### src/rtl/mem_ram_bridge.sv
`default_nettype none
// ============================================================================
// Module   : mem_ram_bridge
// Purpose  : Turns MEM-stage load/store requests into held, multi-cycle ram2_*
//            bus cycles with byte enables, load alignment and stall control.
// Revision : 1.0  initial release
// ============================================================================
module mem_ram_bridge #(
  parameter int RD_WAIT     = 2,
  parameter int WR_WAIT     = 2,
  parameter int WR_RECOVERY = 1
) (
  input  logic        clk_50M,
  input  logic        rst,
  input  logic        mem_req_i,
  input  logic [31:0] mem_addr_i,
  input  logic [31:0] mem_wdata_i,
  input  logic        mem_wr_i,
  input  logic [1:0]  mem_size_i,
  input  logic        mem_signed_i,
  output logic [31:0] mem_rdata_o,
  output logic        mem_ack_o,
  output logic        mem_err_o,
  output logic        stall_req_o,
  output logic        base_conflict_o,
  output logic [31:0] ram2_addr_o,
  output logic [31:0] ram2_data_o,
  output logic        ram2_we_o,
  output logic [3:0]  ram2_sel_o,
  output logic        ram2_ce_o,
  input  logic [31:0] ram2_data_i
);

  localparam logic [3:0] c_RD_LOAD  = 4'(RD_WAIT - 1);
  localparam logic [3:0] c_WR_LOAD  = 4'(WR_WAIT - 1);
  localparam logic [3:0] c_REC_LOAD = 4'(WR_RECOVERY - 1);
  localparam bit         c_HAS_REC  = (WR_RECOVERY != 0);

  typedef enum logic [1:0] {
    S_IDLE   = 2'd0,
    S_ACCESS = 2'd1,
    S_RECOV  = 2'd2,
    S_DONE   = 2'd3
  } state_t;

  state_t r_state;
  state_t w_state_next;

  // latched request
  logic [1:0]  r_lane;
  logic [1:0]  r_size;
  logic        r_wr;
  logic        r_signed;
  logic        r_ser;
  logic        r_base;
  logic        r_err;
  logic [3:0]  r_cnt;
  logic [31:0] r_rdata;

  // registered bus
  logic [31:0] r_bus_addr;
  logic [31:0] r_bus_data;
  logic        r_bus_we;
  logic [3:0]  r_bus_sel;
  logic        r_bus_ce;

  // request decode
  logic        w_is_word;
  logic        w_is_half;
  logic        w_is_base;
  logic        w_is_ext;
  logic        w_is_ser;
  logic        w_misal;
  logic        w_bad;
  logic [3:0]  w_cnt_init;
  logic [3:0]  w_st_sel;
  logic [31:0] w_st_data;
  logic        w_last;
  logic [7:0]  w_byte;
  logic [15:0] w_half;
  logic [31:0] w_ld;

  assign w_is_word = mem_size_i[1];
  assign w_is_half = (mem_size_i == 2'b01);
  assign w_is_base = (mem_addr_i[31:22] == 10'h200);
  assign w_is_ext  = (mem_addr_i[31:22] == 10'h201);
  // the serial registers only answer word accesses; anything narrower is unmapped
  assign w_is_ser  = w_is_word &&
                     ((mem_addr_i == 32'hBFD0_03F8) || (mem_addr_i == 32'hBFD0_03FC));
  assign w_misal   = (w_is_half && mem_addr_i[0]) ||
                     (w_is_word && (mem_addr_i[1:0] != 2'b00));
  assign w_bad     = w_misal || !(w_is_base || w_is_ext || w_is_ser);
  assign w_cnt_init = w_is_ser ? 4'd0 : (mem_wr_i ? c_WR_LOAD : c_RD_LOAD);
  assign w_last    = (r_cnt == 4'd0);

  always_comb begin
    w_st_sel  = 4'b0000;
    w_st_data = mem_wdata_i;
    case (mem_size_i)
      2'b00: begin
        w_st_sel  = ~(4'b0001 << mem_addr_i[1:0]);
        w_st_data = {4{mem_wdata_i[7:0]}};
      end
      2'b01: begin
        w_st_sel  = mem_addr_i[1] ? 4'b0011 : 4'b1100;
        w_st_data = {2{mem_wdata_i[15:0]}};
      end
      default: begin
        w_st_sel  = 4'b0000;
        w_st_data = mem_wdata_i;
      end
    endcase
  end

  always_comb begin
    w_byte = ram2_data_i[{r_lane, 3'b000} +: 8];
    w_half = r_lane[1] ? ram2_data_i[31:16] : ram2_data_i[15:0];
    w_ld   = ram2_data_i;
    case (r_size)
      2'b00:   w_ld = {{24{r_signed & w_byte[7]}}, w_byte};
      2'b01:   w_ld = {{16{r_signed & w_half[15]}}, w_half};
      default: w_ld = ram2_data_i;
    endcase
  end

  always_comb begin
    w_state_next = r_state;
    case (r_state)
      S_IDLE: begin
        if (mem_req_i) begin
          w_state_next = w_bad ? S_DONE : S_ACCESS;
        end
      end
      S_ACCESS: begin
        if (w_last) begin
          w_state_next = (r_wr && !r_ser && c_HAS_REC) ? S_RECOV : S_DONE;
        end
      end
      S_RECOV: begin
        if (w_last) begin
          w_state_next = S_DONE;
        end
      end
      S_DONE:  w_state_next = S_IDLE;
      default: w_state_next = S_IDLE;
    endcase
  end

  always_ff @(posedge clk_50M) begin
    if (rst) begin
      r_state <= S_IDLE;
    end else begin
      r_state <= w_state_next;
    end
  end

  always_ff @(posedge clk_50M) begin
    if (rst) begin
      r_lane   <= 2'b00;
      r_size   <= 2'b00;
      r_wr     <= 1'b0;
      r_signed <= 1'b0;
      r_ser    <= 1'b0;
      r_base   <= 1'b0;
      r_err    <= 1'b0;
      r_cnt    <= 4'd0;
      r_rdata  <= 32'd0;
    end else begin
      case (r_state)
        S_IDLE: begin
          if (mem_req_i) begin
            r_lane   <= mem_addr_i[1:0];
            r_size   <= mem_size_i;
            r_wr     <= mem_wr_i;
            r_signed <= mem_signed_i;
            r_ser    <= w_is_ser;
            r_base   <= w_is_base && !w_bad;
            r_err    <= w_bad;
            r_cnt    <= w_cnt_init;
            if (w_bad) begin
              r_rdata <= 32'd0;
            end
          end
        end
        S_ACCESS: begin
          if (w_last) begin
            r_cnt <= c_REC_LOAD;
            if (!r_wr) begin
              r_rdata <= w_ld;
            end
          end else begin
            r_cnt <= r_cnt - 4'd1;
          end
        end
        S_RECOV: begin
          if (!w_last) begin
            r_cnt <= r_cnt - 4'd1;
          end
        end
        default: ;
      endcase
    end
  end

  // bus registers follow the next state so they are valid for the whole phase
  always_ff @(posedge clk_50M) begin
    if (rst) begin
      r_bus_ce   <= 1'b0;
      r_bus_we   <= 1'b1;
      r_bus_sel  <= 4'b1111;
      r_bus_addr <= 32'd0;
      r_bus_data <= 32'd0;
    end else if (r_state == S_IDLE && w_state_next == S_ACCESS) begin
      r_bus_ce   <= 1'b1;
      r_bus_we   <= !mem_wr_i;
      r_bus_sel  <= mem_wr_i ? w_st_sel : 4'b0000;
      r_bus_addr <= {mem_addr_i[31:2], 2'b00};
      r_bus_data <= mem_wr_i ? w_st_data : 32'd0;
    end else if (w_state_next == S_RECOV) begin
      r_bus_we   <= 1'b1;
    end else if (w_state_next == S_DONE || w_state_next == S_IDLE) begin
      r_bus_ce   <= 1'b0;
      r_bus_we   <= 1'b1;
      r_bus_sel  <= 4'b1111;
      r_bus_addr <= 32'd0;
      r_bus_data <= 32'd0;
    end
  end

  assign ram2_ce_o   = r_bus_ce;
  assign ram2_we_o   = r_bus_we;
  assign ram2_sel_o  = r_bus_sel;
  assign ram2_addr_o = r_bus_addr;
  assign ram2_data_o = r_bus_data;

  assign mem_rdata_o     = r_rdata;
  assign mem_ack_o       = (r_state == S_DONE);
  assign mem_err_o       = (r_state == S_DONE) && r_err;
  assign stall_req_o     = ((r_state == S_IDLE) && mem_req_i) ||
                           (r_state == S_ACCESS) || (r_state == S_RECOV);
  assign base_conflict_o = ((r_state == S_ACCESS) || (r_state == S_RECOV)) && r_base;

endmodule
`default_nettype wire

### config.mk
export PLATFORM = sky130hd
export DESIGN_NAME = mem_ram_bridge
export DESIGN_NICKNAME = d
export VERILOG_FILES = /design/src/rtl/mem_ram_bridge.sv
export SDC_FILE = /design/constraint.sdc
export NUM_CORES = 1
export LEC_CHECK = 0
export ABC_CLOCK_PERIOD_IN_PS = 11100
export CORE_ASPECT_RATIO = 1.2
export CORE_MARGIN = 2
export CORE_UTILIZATION = 45
export CTS_BUF_LIST = sky130_fd_sc_hd__clkbuf_4 sky130_fd_sc_hd__clkbuf_8
export DETAILED_ROUTE_END_ITERATION = 10
export PLACE_DENSITY = 0.9
export SETUP_SLACK_MARGIN = 0.5
export SLEW_MARGIN = 20
export SYNTH_ARGS = -nofsm -noshare
export SYNTH_HDL_FRONTEND = slang
export SYNTH_SLANG_ARGS = --single-unit
### constraint.sdc
create_clock -name clk_50M -period 11.1 [get_ports clk_50M]
set_input_delay 2.22 -clock clk_50M [delete_from_list [all_inputs] [get_ports clk_50M]]
set_output_delay 2.22 -clock clk_50M [all_outputs]
set_load 0.02 [all_outputs]
# After elaboration in Yosys (flattened, before gate mapping)

Cells that the tools add are included.

Bits in registers: 115
Output and inout port bits: 106
Memories: 0
Memory bits (read-only): 0
Latch bits: 0
Word-level logic and storage cells: 113
Memory bits (writable): 0

Reductions and logical operators: 36
Shift-type cells: 2
Add/sub/neg operators: 1
Bitwise gates (word level): 3
Order comparisons: 0
Eq/ne operators: 18
Divide/modulo/power cells: 0
$mul: 0
Mux-type cells: 38

Operators by type and width:

| operator                                            | number |
|---|---|
| two-way mux 32 bit                                  | 11 |
| one-hot mux 32 bit (2 select lines)                 | 3 |
| equality test 32 bit, second input constant         | 2 |
| two-way mux 4 bit                                   | 8 |
| indexed part select 32 x 6 -> 8 bit                 | 1 |
| equality test 10 bit, second input constant         | 2 |
| two-way mux 16 bit                                  | 1 |
| inequality test 2 bit, second input constant        | 6 |
| one-hot mux 4 bit (3 select lines)                  | 1 |
| logical AND 1 bit                                   | 9 |
| logical OR 1 bit                                    | 9 |
| equality test 2 x 1 -> 1 bit, second input constant | 4 |
| equality test 2 bit, second input constant          | 4 |
| logical NOT 2 bit                                   | 4 |
| two-way mux 1 bit                                   | 8 |
| two-way mux 2 bit                                   | 4 |
| one-hot mux 2 bit (4 select lines)                  | 1 |
| one-hot mux 4 bit (2 select lines)                  | 1 |
| nonzero test 2 bit                                  | 3 |
| nonzero test 3 bit                                  | 2 |
| AND reduction 5 bit                                 | 1 |
| logical NOT 1 bit                                   | 4 |
| logical NOT 4 bit                                   | 1 |
| NOT 4 bit                                           | 1 |
| 5 further kinds                                     | 7 |

# Depth between registers and ports, before layout

Depth after elaboration: 14
Mapped depth: 15

# Least setup slack after synthesis

OpenSTA, ideal clock, no wires.

Path kind: input -> register
Start: in mem_addr_i[1]
End: reg r_bus_data[26], in the netlist ram2_data_o[26]
Path slack: 5.906 ns
Arrival: 5.129 ns
Library setup time: 0.065 ns
Path buffers: 2
Stages on the path: 12
Cell sequence: or4b_1 -> or4_4 -> or2_1 -> and2_4 -> o31a_1 -> ha_1 -> nand2b_1 -> and2_1 -> clkbuf_1 -> clkbuf_1 -> a22oi_1 -> nor2_1

Cells in the longest elaborated chain, start to end: 13
Elaborated cells on any way between the ends: 23

RTL lines:

| what                                                                                | RTL line | source |
|---|---|---|
| start, declared                                                                     | 16       | `input logic [31:0] mem_addr_i,` |
| equality test 32 bit                                                                | 89       | `((mem_addr_i == 32'hBFD0_03F8) \|\| (mem_addr_i == 32'hBFD0_03FC));` |
| logical OR 1 bit                                                                    | 89       |  |
| logical AND 1 bit                                                                   | 88       | `assign w_is_ser = w_is_word &&` |
| logical OR 1 bit                                                                    | 92       | `assign w_bad = w_misal \|\| !(w_is_base \|\| w_is_ext \|\| w_is_ser);` |
| logical NOT 1 bit                                                                   | 92       |  |
| logical OR 1 bit *                                                                  | 92       |  |
| two-way mux 2 bit *                                                                 | 131      | `w_state_next = w_bad ? S_DONE : S_ACCESS;` |
| two-way mux 2 bit *                                                                 | 130      | `if (mem_req_i) begin` |
| one-hot mux 2 bit (4 select lines) *                                                | 128      | `case (r_state)` |
| named net w_state_next[1]                                                           | 47       | `state_t w_state_next;` |
| equality test 2 x 1 -> 1 bit (tied with other cells)                                | 213      | `end else if (r_state == S_IDLE && w_state_next == S_ACCESS) begin` |
| logical AND 1 bit / logical OR 1 bit (equally long branches)                        | 213, 221 |  |
| inequality test 2 bit (no source line) / nonzero test 2 bit (equally long branches) | --       |  |
| AND reduction 2 bit (no source line)                                                | --       |  |
| end signal, assigned                                                                | 218      | `r_bus_data <= mem_wr_i ? w_st_data : 32'd0;` |
| end, declared                                                                       | 62       | `logic [31:0] r_bus_data;` |

The timed path passes the listed nets; every way through them passes the cells marked *.
A chain may end at the register's enable or synchronous reset.

# Worst setup path after layout

Start: in mem_req_i
End: out stall_req_o

Cells in the longest elaborated chain, start to end: 3

RTL lines:

| what              | RTL line | source |
|---|---|---|
| start, declared   | 15       | `input logic mem_req_i,` |
| logical AND 1 bit | 239      | `assign stall_req_o = ((r_state == S_IDLE) && mem_req_i) \|\|` |
| logical OR 1 bit  | 239      |  |
| logical OR 1 bit  | 240      | `(r_state == S_ACCESS) \|\| (r_state == S_RECOV);` |
| end, declared     | 24       | `output logic stall_req_o,` |

Every way passes these cells.

==> run_results.csv <==
group,metric,value,unit
clock_network,htreeDepth,4,
sta,setup_viol,0,
setup_path,critPathMaxStageDelay,620,ps
setup_path,endpoint_kind,"output pin",
setup_path,r2r_setup_slack,8030,ps
logic_synthesis,async_flop_share,0,%
layout,fin_nets,936,
sta,clock-skew-final,11.3,ps
power,power_density,223,mW/mm^2
sta,fin_tns_setup,0,ps
detailed_routing,wire_per_inst,16.9,um
setup_path,reg2reg_from,"r_cnt[0]",
grt,track_usage,26.3,%
logic_synthesis,ys_seq_area_share,43.8,%
clock_network,cts_hold_buf,0,
min_path,whs_path_depth,2,
detailed_routing,drt_iter0_drc,311,
detailed_routing,vias,5531,
setup_path,cp_common_cell,"clkdlybuf4s50_1",
min_path,hold_class,"reg2reg",
clock_network,clk_path_buf_depth,2,
logic_synthesis,yosysUniqueCellTypes,53,
floorplanning,start_util,45.8,%
detailed_routing,drcViolationCount,0,
clock_network,cts-root-buf,"clkbuf_8",
power,ir_worst_vdd,0.290,mV
placement,portBuffers,206,
clock_network,clk_latency,440,ps
setup_path,critPathMaxFanout,9,
floorplanning,die_w,103,um
min_path,hold_start,"r_ser",
logic_synthesis,syn_avg_cell_area,8.21,um^2
clock_network,clk_pin_slew,70,ps
sta,fmax,163,MHz
grt,antenna_found_initial,0,
grt,grt_pass1_vias,5233,
placement,dp_hpwl,12000,um
layout,n_antenna_cell,0,
detailed_routing,ant_nets,0,
grt,grt_pass1_wl,25700,um
clock_network,ctsResizeCount,0,
sta,slew_headroom,46.7,%
power,total_power,0.00172,W
logic_synthesis,ys_ff_latch,115,
flow_run,maxCapViolCount,0,
floorplanning,rows,43,
sta,finalCritPeriodShare,55.2,%
clock_network,post_cts_buffers,0,
sta,finalHoldViolCount,0,
floorplanning,ios,209,
logic_synthesis,syn_inst,640,
sta,slew_viol_final,0,
logic_synthesis,synthFlopType,"dfxtp_1",
min_path,hold-path-endpoint,"r_ser",
setup_path,crit_path_cell_trace,"clkdlybuf4s50_1 > and2_1 > or3_1 > clkdlybuf4s50_1",
logic_synthesis,yosys_warnings,0,
status,outcome,"completed",
grt,overflow,0,
floorplanning,core-area,0.0115,mm^2
detailed_routing,vias_per_cell,5.56,
sta,period_needed,6120,ps
sta,rsz0062_at_grt,"false",
clock_network,clock_sinks,115,
setup_path,slowest_stage,"clkdlybuf4s50_1",
clock_network,cts_tree,"yes",
setup_path,cp.arrival,3900,ps
floorplanning,dieArea,0.0126,mm^2
setup_path,r2r_end,"ram2_data_o[27]",
sta,timing.hold.ws,462,ps
layout,drive_gt1_share,6.09,%
logic_synthesis,synth_area,0.00525,mm^2
setup_path,worst-setup-path-type,"in2out",
setup_path,start_kind,"input pin",
setup_path,reg2regPathDepth,12,
clock_network,cts-buffers-inserted,17,
layout,syn2layout_area_growth,46.8,%
floorplanning,die_y,122,um
detailed_routing,drt_pass1_iterations,5,
sta,worst_slew_pin_slew,800,ps
placement,finalWeightedCongestion,0.895,
logic_synthesis,synth_enable_flop_cells,0,
detailed_routing,routed_wl,16800,um
grt,grt_max_degree,80,
setup_path,required,8880,ps
power,leakagePower,2.76,nW
how the worst max path moves through the flow:
stage	end	startpoint	depth (start not counted)
floorplan	ram2_data_o[26]	mem_addr_i[1]	12
global placement	ram2_data_o[31]	mem_addr_i[1]	11
detailed placement	ram2_data_o[30]	mem_addr_i[1]	11
CTS	stall_req_o	mem_req_i	4
global route	stall_req_o	mem_req_i	4
finish	stall_req_o	mem_req_i	4
cell type report:
| cell class | count | area (um^2) |
|---|---|---|
| clock buffer | 17 | 234 |
| tap | 157 | 196 |
| timing repair buffer | 212 | 2100 |
| inverter | 9 | 33.8 |
| fill | 905 | 3750 |
| clock inverter | 15 | 111 |
| sequential | 115 | 2300 |
| multi-input combinational | 470 | 2730 |
cells by family (layout without fill, tap and decap cells):
logic type | Yosys count | count (layout) | share of synthesized area [%]
other | 1 | 2 | 0.0714
AND/OR/NAND/NOR | 243 | 243 | 21.1
buffers and inverters | 56 | 253 | 4.38
flip-flops | 115 | 115 | 43.8
AO/OA/AOI/OAI | 192 | 192 | 23.9
adder cells (fa/ha/maj) | 8 | 8 | 1.91
multiplexers | 25 | 25 | 4.81
metrics by stage:
stage	std cells	instance area [um^2]	worst slack [ps]	utilization, %
3_3_place_gp	963	7360	4900	64.3
5_1_grt	995	7710	4880	67.3
4_1_cts	995	7710	4960	67.3
3_5_place_dp	963	7360	4820	64.3
2_1_floorplan	641	5260	5910	-
6_report	995	7710	4980	67.3
cell usage in the layout, fill, tap and decap left out, types with 2 or more instances in the layout:
cell type,synthesis,layout
a21oi_1,42,41
a221o_1,8,8
a22oi_1,46,46
a31oi_1,3,3
and2_1,5,4
and2_4,1,2
and3_1,2,2
buf_4,2,6
clkbuf_8,0,17
clkdlybuf4s50_1,0,205
clkinv_2,0,4
clkinv_4,0,4
clkinvlp_4,0,4
conb_1,1,2
dfxtp_1,115,115
ha_1,8,8
inv_1,8,8
inv_6,0,3
mux2_2,2,2
mux2i_1,23,23
nand2_1,82,82
nand2b_1,3,3
nand3_1,3,3
nand4_1,4,4
nor2_1,98,98
nor2b_1,22,22
nor3_1,3,3
nor4_1,5,5
o21a_1,9,9
o21ai_0,29,29
o21ai_1,2,2
o22ai_1,40,40
o31ai_1,4,4
or3_1,2,2
or3b_2,3,3
critical path: cells and delay by family:
family / cells / cell delay, ps
and+or+nand+nor: 2 / 500
buffers and inverters: 2 / 1180
routing by layer:
metal | GRT usage [%] | wire, um
met1 | 30.4 | 6440
met5 | 0 | 0
met2 | 42.4 | 7930
met4 | 11.4 | 515
met3 | 10.8 | 1910
power by group:
part	internal [W]	total [W]	switching, W	leakage, nW
Combinational	0.000313	0.000837	0.000525	1.67
Sequential	0.000490	0.000544	0.0000531	0.931
Clock	0.000155	0.000342	0.000187	0.169
flip-flops by register name (all words and copies together) (netlist names):
name / count
mem_rdata_o: 32
ram2_data_o: 32
ram2_addr_o: 30
r_cnt: 4
ram2_sel_o: 4
r_lane: 2
r_size: 2
r_state: 2
r_base: 1
r_err: 1
r_ser: 1
r_signed: 1
r_wr: 1
ram2_ce_o: 1
ram2_we_o: 1
synth_stat cells, drive strengths merged, types with 3 or more instances:
cell      n  area (um^2)
a21oi    42          210
a221o     8         80.1
a22oi    46          345
a31oi     3         18.8
and2      6         40.0
buf      10         57.6
clkbuf   37          139
dfxtp   115         2300
ha        8          100
inv       8         30.0
mux2i    23          230
nand2    82          308
nand2b    3         18.8
nand3     3         15.0
nand4     4         25.0
nor2     98          368
nor2b    22          138
nor3      3         15.0
nor4      5         31.3
o21a      9         67.6
o21ai    31          155
o22ai    40          250
o31ai     4         30.0
or3b      3         26.3
Power figures use the tool's default switching activity.
